===== src/rtl/ads_spi_slave24_if.sv =====
// Bus bundle for the 24-bit ADS SPI responder: serial pins plus the
// parallel tx/rx handshake. The slave modport is the responder side.
interface ads_spi_slave24_if #(
   parameter int WIDTH = 24
);
   logic             cs_n;
   logic             sclk;
   logic             mosi;
   logic             miso;
   logic [WIDTH-1:0] tx_data;
   logic             tx_valid;
   logic             tx_ready;
   logic [WIDTH-1:0] rx_data;
   logic             rx_valid;
   logic             busy;
   logic             frame_err;
   logic             tx_underrun;

   modport slave (
      input  cs_n, sclk, mosi, tx_data, tx_valid,
      output miso, tx_ready, rx_data, rx_valid, busy, frame_err, tx_underrun
   );

   modport master (
      output cs_n, sclk, mosi, tx_data, tx_valid,
      input  miso, tx_ready, rx_data, rx_valid, busy, frame_err, tx_underrun
   );
endinterface


===== src/rtl/ads_spi_slave24.sv =====
// SPI responder (CPOL=0, CPHA=1, MSB first) for the far end of the ADS link.
// sclk/cs_n/mosi are oversampled in the clk domain. A one-word holding buffer
// feeds the response shift register at frame start.
// Optional: define ADS_SPI_SLAVE_DRDY_EN to add the drdy_n output (ADS1220 DRDY).
//
// state    | meaning
// ---------+-------------------------------------------------------------
// ST_IDLE  | no frame open; waiting for the first sclk rise with cs_n low
// ST_SHIFT | frame open; drive miso on rises, capture mosi on falls
// ST_DONE  | WIDTH bits received; edges ignored until cs_n rise / timeout
module ads_spi_slave24 #(
   parameter int WIDTH       = 24,
   parameter int SYNC_STAGES = 2,
   parameter int IDLE_TMO    = 64
) (
   input  logic               clk,
   input  logic               rst_n,
   ads_spi_slave24_if.slave   bus
`ifdef ADS_SPI_SLAVE_DRDY_EN
   ,
   output logic               drdy_n
`endif
);

   typedef enum logic [1:0] {ST_IDLE, ST_SHIFT, ST_DONE} state_t;

   localparam int CNT_W = $clog2(WIDTH + 1);
   localparam int TMO_W = (IDLE_TMO > 1) ? $clog2(IDLE_TMO) : 1;
   localparam logic [TMO_W-1:0] TMO_LOAD = TMO_W'((IDLE_TMO > 0) ? IDLE_TMO - 1 : 0);
   localparam logic [CNT_W-1:0] CNT_LAST = CNT_W'(WIDTH - 1);
   localparam logic [CNT_W-1:0] CNT_FULL = CNT_W'(WIDTH);

   state_t state_q, state_d;

   logic [SYNC_STAGES-1:0] sclk_sync_q, sclk_sync_d;
   logic [SYNC_STAGES-1:0] cs_sync_q, cs_sync_d;
   logic [SYNC_STAGES-1:0] mosi_sync_q, mosi_sync_d;
   logic                   sclk_prev_q, sclk_prev_d;

   logic [WIDTH-1:0] hold_q, hold_d;
   logic             hold_full_q, hold_full_d;
   logic [WIDTH-1:0] shreg_q, shreg_d;
   logic [WIDTH-1:0] rx_shreg_q, rx_shreg_d;
   logic [WIDTH-1:0] rx_data_q, rx_data_d;
   logic [CNT_W-1:0] cnt_q, cnt_d;
   logic [TMO_W-1:0] tmo_q, tmo_d;
   logic             miso_q, miso_d;
   logic             rx_valid_q, rx_valid_d;
   logic             frame_err_q, frame_err_d;
   logic             underrun_q, underrun_d;
   logic             busy_q, busy_d;
`ifdef ADS_SPI_SLAVE_DRDY_EN
   logic             drdy_q, drdy_d;
`endif

   logic sclk_s, cs_s, mosi_s;
   logic sclk_rise, sclk_fall, tmo_hit, frame_end, start, xfer;
   logic [WIDTH-1:0] load_word;

   assign sclk_s    = sclk_sync_q[SYNC_STAGES-1];
   assign cs_s      = cs_sync_q[SYNC_STAGES-1];
   assign mosi_s    = mosi_sync_q[SYNC_STAGES-1];
   assign sclk_rise = sclk_s & ~sclk_prev_q;
   assign sclk_fall = ~sclk_s & sclk_prev_q;
   assign tmo_hit   = (IDLE_TMO != 0) && (tmo_q == '0) && !sclk_rise && !sclk_fall;
   // cs_n high while a frame is open is the rise, since frames only open with cs_n low
   assign frame_end = cs_s | tmo_hit;
   assign start     = (state_q == ST_IDLE) & sclk_rise & ~cs_s;
   assign xfer      = bus.tx_valid & ~hold_full_q;
   assign load_word = hold_full_q ? hold_q : '0;

   assign bus.miso        = miso_q;
   assign bus.tx_ready    = ~hold_full_q;
   assign bus.rx_data     = rx_data_q;
   assign bus.rx_valid    = rx_valid_q;
   assign bus.busy        = busy_q;
   assign bus.frame_err   = frame_err_q;
   assign bus.tx_underrun = underrun_q;
`ifdef ADS_SPI_SLAVE_DRDY_EN
   assign drdy_n = drdy_q;
`endif

   // State register
   always_ff @(posedge clk or negedge rst_n) begin
      if (!rst_n) state_q <= ST_IDLE;
      else        state_q <= state_d;
   end

   // Next-state logic; frame end outranks any coincident sclk edge
   always_comb begin
      state_d = state_q;
      case (state_q)
         ST_IDLE:  if (start) state_d = ST_SHIFT;
         ST_SHIFT: begin
            if (frame_end)                         state_d = ST_IDLE;
            else if (sclk_fall && cnt_q == CNT_LAST) state_d = ST_DONE;
         end
         ST_DONE:  if (frame_end) state_d = ST_IDLE;
         default:  state_d = ST_IDLE;
      endcase
   end

   // Output and datapath next values
   always_comb begin
      sclk_sync_d = {sclk_sync_q[SYNC_STAGES-2:0], bus.sclk};
      cs_sync_d   = {cs_sync_q[SYNC_STAGES-2:0], bus.cs_n};
      mosi_sync_d = {mosi_sync_q[SYNC_STAGES-2:0], bus.mosi};
      sclk_prev_d = sclk_s;
      hold_d      = hold_q;
      hold_full_d = hold_full_q;
      shreg_d     = shreg_q;
      rx_shreg_d  = rx_shreg_q;
      rx_data_d   = rx_data_q;
      cnt_d       = cnt_q;
      tmo_d       = tmo_q;
      miso_d      = miso_q;
      rx_valid_d  = 1'b0;
      frame_err_d = 1'b0;
      underrun_d  = 1'b0;
      busy_d      = (state_d != ST_IDLE);
`ifdef ADS_SPI_SLAVE_DRDY_EN
      drdy_d      = drdy_q;
      if (state_q == ST_SHIFT && sclk_fall && cnt_q == '0 && !frame_end) drdy_d = 1'b1;
      else if (hold_full_q)                                              drdy_d = 1'b0;
`endif

      // Holding buffer: the frame-start load always sees the pre-transfer contents
      if (start && hold_full_q) hold_full_d = 1'b0;
      if (xfer) begin
         hold_d      = bus.tx_data;
         hold_full_d = 1'b1;
      end

      // Idle-timeout down-counter, reloaded on every sclk edge
      if (state_q == ST_IDLE || sclk_rise || sclk_fall) tmo_d = TMO_LOAD;
      else if (tmo_q != '0)                             tmo_d = tmo_q - 1'b1;

      case (state_q)
         ST_IDLE: begin
            miso_d = 1'b0;
            cnt_d  = '0;
            if (start) begin
               miso_d     = load_word[WIDTH-1];
               shreg_d    = load_word << 1;
               rx_shreg_d = '0;
               underrun_d = ~hold_full_q;
            end
         end
         ST_SHIFT: begin
            if (frame_end) begin
               frame_err_d = (cnt_q != '0);
               miso_d      = 1'b0;
               shreg_d     = '0;
            end else begin
               if (sclk_rise) begin
                  miso_d  = shreg_q[WIDTH-1];
                  shreg_d = shreg_q << 1;
               end
               if (sclk_fall) begin
                  rx_shreg_d = {rx_shreg_q[WIDTH-2:0], mosi_s};
                  if (cnt_q != CNT_FULL) cnt_d = cnt_q + 1'b1;
                  if (cnt_q == CNT_LAST) begin
                     rx_data_d  = {rx_shreg_q[WIDTH-2:0], mosi_s};
                     rx_valid_d = 1'b1;
                     miso_d     = 1'b0;
                  end
               end
            end
         end
         ST_DONE: begin
            miso_d = 1'b0;
            if (frame_end) shreg_d = '0;
         end
         default: miso_d = 1'b0;
      endcase
   end

   // Datapath and output registers
   always_ff @(posedge clk or negedge rst_n) begin
      if (!rst_n) begin
         sclk_sync_q <= '0;
         cs_sync_q   <= '1;
         mosi_sync_q <= '0;
         sclk_prev_q <= 1'b0;
         hold_q      <= '0;
         hold_full_q <= 1'b0;
         shreg_q     <= '0;
         rx_shreg_q  <= '0;
         rx_data_q   <= '0;
         cnt_q       <= '0;
         tmo_q       <= TMO_LOAD;
         miso_q      <= 1'b0;
         rx_valid_q  <= 1'b0;
         frame_err_q <= 1'b0;
         underrun_q  <= 1'b0;
         busy_q      <= 1'b0;
`ifdef ADS_SPI_SLAVE_DRDY_EN
         drdy_q      <= 1'b1;
`endif
      end else begin
         sclk_sync_q <= sclk_sync_d;
         cs_sync_q   <= cs_sync_d;
         mosi_sync_q <= mosi_sync_d;
         sclk_prev_q <= sclk_prev_d;
         hold_q      <= hold_d;
         hold_full_q <= hold_full_d;
         shreg_q     <= shreg_d;
         rx_shreg_q  <= rx_shreg_d;
         rx_data_q   <= rx_data_d;
         cnt_q       <= cnt_d;
         tmo_q       <= tmo_d;
         miso_q      <= miso_d;
         rx_valid_q  <= rx_valid_d;
         frame_err_q <= frame_err_d;
         underrun_q  <= underrun_d;
         busy_q      <= busy_d;
`ifdef ADS_SPI_SLAVE_DRDY_EN
         drdy_q      <= drdy_d;
`endif
      end
   end

endmodule


===== src/flat_wrapper.sv =====
// flat-port wrapper written by rule: the top's interface ports become plain ports
module ads_spi_slave24_flat 
#(
   parameter int WIDTH       = 24,
   parameter int SYNC_STAGES = 2,
   parameter int IDLE_TMO    = 64
)
  (clk, rst_n, bus_cs_n, bus_sclk, bus_mosi, bus_tx_data, bus_tx_valid, bus_miso, bus_tx_ready, bus_rx_data, bus_rx_valid, bus_busy, bus_frame_err, bus_tx_underrun);
  ads_spi_slave24_if #(.WIDTH(WIDTH)) bus_i ();
  input  logic clk;
  input  logic rst_n;
  input wire logic [$bits(bus_i.cs_n)-1:0] bus_cs_n;
  input wire logic [$bits(bus_i.sclk)-1:0] bus_sclk;
  input wire logic [$bits(bus_i.mosi)-1:0] bus_mosi;
  input wire logic [$bits(bus_i.tx_data)-1:0] bus_tx_data;
  input wire logic [$bits(bus_i.tx_valid)-1:0] bus_tx_valid;
  output wire logic [$bits(bus_i.miso)-1:0] bus_miso;
  output wire logic [$bits(bus_i.tx_ready)-1:0] bus_tx_ready;
  output wire logic [$bits(bus_i.rx_data)-1:0] bus_rx_data;
  output wire logic [$bits(bus_i.rx_valid)-1:0] bus_rx_valid;
  output wire logic [$bits(bus_i.busy)-1:0] bus_busy;
  output wire logic [$bits(bus_i.frame_err)-1:0] bus_frame_err;
  output wire logic [$bits(bus_i.tx_underrun)-1:0] bus_tx_underrun;
  assign bus_i.cs_n = bus_cs_n;
  assign bus_i.sclk = bus_sclk;
  assign bus_i.mosi = bus_mosi;
  assign bus_i.tx_data = bus_tx_data;
  assign bus_i.tx_valid = bus_tx_valid;
  assign bus_miso = bus_i.miso;
  assign bus_tx_ready = bus_i.tx_ready;
  assign bus_rx_data = bus_i.rx_data;
  assign bus_rx_valid = bus_i.rx_valid;
  assign bus_busy = bus_i.busy;
  assign bus_frame_err = bus_i.frame_err;
  assign bus_tx_underrun = bus_i.tx_underrun;
  ads_spi_slave24 #(.WIDTH(WIDTH), .SYNC_STAGES(SYNC_STAGES), .IDLE_TMO(IDLE_TMO)) u_core (.clk(clk), .rst_n(rst_n), .bus(bus_i));
endmodule

===== config.mk =====
export PLATFORM = sky130hd
export DESIGN_NAME = ads_spi_slave24_flat
export DESIGN_NICKNAME = d
export VERILOG_FILES = /design/src/rtl/ads_spi_slave24_if.sv /design/src/rtl/ads_spi_slave24.sv /design/src/flat_wrapper.sv
export SDC_FILE = /design/constraint.sdc
export NUM_CORES = 1
export LEC_CHECK = 0
export ABC_AREA = 1
export CAP_MARGIN = 10
export CORE_MARGIN = 2
export CORE_UTILIZATION = 50
export CTS_CLUSTER_DIAMETER = 100
export DETAILED_ROUTE_END_ITERATION = 16
export PLACE_DENSITY = 0.75
export SYNTH_ARGS = -nofsm -noshare
export SYNTH_HDL_FRONTEND = slang
export SYNTH_SLANG_ARGS = --single-unit

===== constraint.sdc =====
create_clock -name clk -period 1.98 [get_ports clk]
set_clock_uncertainty 0.1 [all_clocks]
set_input_delay 0.198 -clock clk [delete_from_list [all_inputs] [get_ports clk]]
set_output_delay 0.198 -clock clk [all_outputs]
set_load 0.01 [all_outputs]

==> results.json <==
{
  "fin_crit_sh_pct": 93.9,
  "grt_setup_unrepaired": "no",
  "antenna_found_initial": 0,
  "hp-class": "input pin to flop",
  "place.gp.congestion": 0.818,
  "drc": 0,
  "ir_worst_vdd_mv": 0.728,
  "htreeDepth": 4,
  "hpwl_um": 7010,
  "synthXorXnorAreaFrac_pct": 0.166,
  "synthFlopType": "dfrtp_1",
  "cp-end-kind": "output port",
  "yosysSeqAreaShare_pct": 57.1,
  "area_growth_pct": 28.8,
  "cp-startpoint": "u_core.hold_full_q$_DFFE_PN0P_",
  "synthAdderAreaFrac_pct": 1.66,
  "required_ns": 1.68,
  "num_vias": 3979,
  "max_slew_margin_pct": 65.7,
  "clk_pin_slew_worst_paths_ns": 0.05,
  "grt_pass1_vias": 4115,
  "max_freq_mhz": 538,
  "drive_gt1_share_pct": 16.8,
  "cts_made_buffers": 17,
  "yosysUniqueCellTypes": 35,
  "drv_slew": 0,
  "coreArea_um2": 10300,
  "numPortBuffers": 59,
  "cp_max_fo": 5,
  "antenna_cells": 0,
  "syn-num-nets": 592,
  "die_x_um": 107,
  "postSynthAreaPerCell_um2": 9.50,
  "cts_tree": "yes",
  "synth_edf_count": 0,
  "min_from": "bus_sclk",
  "finalHoldViolations": 0,
  "power_leakage_nw": 3.13,
  "syn_area_um2": 5280,
  "finalSetupViolCount": 0,
  "synth_seq_cells": 120,
  "die_h_um": 107,
  "numClockSinks": 120,
  "synthCells": 555,
  "powerDensity_nw_per_um2": 1300,
  "setup.worst_path.class": "flop to output port",
  "post-cts-setup-buffers": 0,
  "layout.nets": 668,
  "post-route-util_pct": 66.1,
  "synth_compound_area_share_pct": 9.61,
  "via_per_inst": 5.11,
  "start_kind": "flop",
  "routed_wl_um": 10800,
  "clockBufferDepth": 2,
  "grt_pass1_wl_um": 18700,
  "grt_usage_pct": 20.8,
  "drt_iter0_drc": 220,
  "synthArstFlopShare_pct": 100,
  "grt_max_degree": 49,
  "drv_cap": 0,
  "synth_top_family_by_area": "simple AND/OR/NAND/NOR gates",
  "synth_simple_gate_area_share_pct": 19.1,
  "overflow": 0,
  "cts_root_buf": "clkbuf_8",
  "io_pins": 60,
  "r2r_start": "u_core.tmo_q[0]$_DFFE_PN1P_",
  "rows": 37,
  "nFillCells": 808,
  "yosysWarnings": 0,
  "setup_tns_ns": 0,
  "tightest_slew_ns": 0.515,
  "period_minus_slack_ns": 1.86,
  "dr.pass1.iters": 5,
  "cp.arrival_ns": 1.56,
  "wire_per_inst_um": 13.9,
  "status": "finished clean",
  "synthMuxAreaShare_pct": 4.91,
  "start_util_pct": 51.3,
  "dieArea_um2": 11400,
  "insertion_delay_ns": 0.52,
  "drtAntennaViolNets": 0
}
## worst paths after layout
check,end,slack [ns],cells after the start
min in group asynchronous,u_core.sclk_sync_q[1]$_DFF_PN0_,0.12,2
max,bus_tx_ready,0.12,2
min,u_core.sclk_sync_q[0]$_DFF_PN0_,0.03,1
max reg2reg,u_core.shreg_q[12]$_DFFE_PN0P_,0.12,10
max in group asynchronous,u_core.sclk_prev_q$_DFF_PN0_,1.06,3
min reg2reg,u_core.cs_sync_q[1]$_DFF_PN1_,0.26,0
## cell type report
class | instances | area (um2) | share of cell area (%)
inverter | 54 | 205 | 3.02
sequential | 120 | 3010 | 44.3
clock buffer | 23 | 447 | 6.57
tap | 136 | 170 | 2.50
timing repair buffer | 82 | 897 | 13.2
clock inverter | 8 | 169 | 2.49
multi-input combinational | 356 | 1890 | 27.9
## flip-flops by register name, indices dropped and copies added, names as in the netlist, 2 cells and up
| name | count |
|---|---|
| u_core.shreg_q | 23 |
| u_core.bus.rx_data | 24 |
| u_core.cs_sync_q | 2 |
| u_core.cnt_q | 5 |
| u_core.sclk_sync_q | 2 |
| u_core.hold_q | 24 |
| u_core.rx_shreg_q | 23 |
| u_core.mosi_sync_q | 2 |
| u_core.state_q | 2 |
| u_core.tmo_q | 6 |
## placed cells by master, fill, tap and decap left out, types with 2 or more instances in the layout
cell             synthesis  routed
a21oi_1                  7       7
buf_12                   0      10
buf_4                    3      10
bufinv_16                0       5
clkbuf_1                 8       5
clkbuf_16                0      16
clkbuf_8                 0       2
clkdlybuf4s50_1          0      58
clkinv_2                 1       2
dfrtp_1                112     112
dfstp_2                  8       8
dlygate4sd3_1            0       3
ha_1                     7       6
inv_1                   48      46
inv_2                    5       7
mux2_2                  23      23
nand2_1                158     156
nand2_2                  1       2
nand2_4                  1       2
nand3_1                 35      35
nand3_2                  4       4
nand4_1                  3       3
nor2_1                  18      18
nor2_4                   2       2
nor3_1                   4       4
o21ai_0                 68      67
o21ai_1                  7       8
o21ai_2                  6       6
o31ai_1                  2       2
## cell families after synthesis
kind of cell	after synthesis
AO/OA/AOI/OAI	94
buffers and inverters	79
XOR/XNOR	1
flip-flops	120
adder cells (fa/ha/maj)	7
multiplexers	23
AND/OR/NAND/NOR	231
## stage by stage
step | cells | area (um2) | total power, mW | hold WS, ns | setup slack (ns)
global placement | 745 | 6120 | 5.46 | 0.107 | 0.130
detailed placement | 745 | 6120 | 5.56 | 0.112 | 0.0458
global route | 779 | 6790 | 9.32 | 0.0114 | 0.00626
floorplan | 555 | 5280 | 4.83 | -0.198 | 0.126
CTS | 779 | 6770 | 8.86 | 0.0171 | 0.0200
finish | 779 | 6790 | 8.81 | 0.0325 | 0.122
## routing by layer
metal	global-route usage, %	part of all wire (%)
met1	27.5	45
met2	33.0	50
met3	5.84	4.7
met4	7.79	0.68
met5	0	0
## synthesized netlist by cell type (2+ instances only)
library cell | number | share of area, %
nand2_1 | 158 | 11
dfrtp_1 | 112 | 53
o21ai_0 | 68 | 6.5
inv_1 | 48 | 3.4
nand3_1 | 35 | 3.3
mux2_2 | 23 | 4.9
nor2_1 | 18 | 1.3
clkbuf_1 | 8 | 0.57
dfstp_2 | 8 | 4.0
a21oi_1 | 7 | 0.66
buf_6 | 7 | 1.5
ha_1 | 7 | 1.7
o21ai_1 | 7 | 0.66
o21ai_2 | 6 | 1.0
buf_2 | 5 | 0.47
inv_2 | 5 | 0.36
nand3_2 | 4 | 0.76
nor3_1 | 4 | 0.38
buf_4 | 3 | 0.43
nand4_1 | 3 | 0.36
buf_8 | 2 | 0.57
nand4_2 | 2 | 0.47
nor2_4 | 2 | 0.43
o31ai_1 | 2 | 0.28
## where the power goes
part	total [mW]	switching [mW]	leakage (nW)	internal, mW
combinational	2.33	1.30	1.28	1.03
clock	3.24	1.04	0.300	2.20
sequential	3.24	0.277	1.56	2.97
## worst max-delay path: stages (launching register included)
cell and delay (ns):
dfrtp_1 0.40, inv_2 0.11, clkdlybuf4s50_1 0.54
## what timing repair did
action	4_1_cts	5_1_grt
setup endpoints to repair	0	68
hold buffers	3	0
hold endpoints to repair	121	0
gates resized for setup	0	10
(Power assumes the default switching activity.)
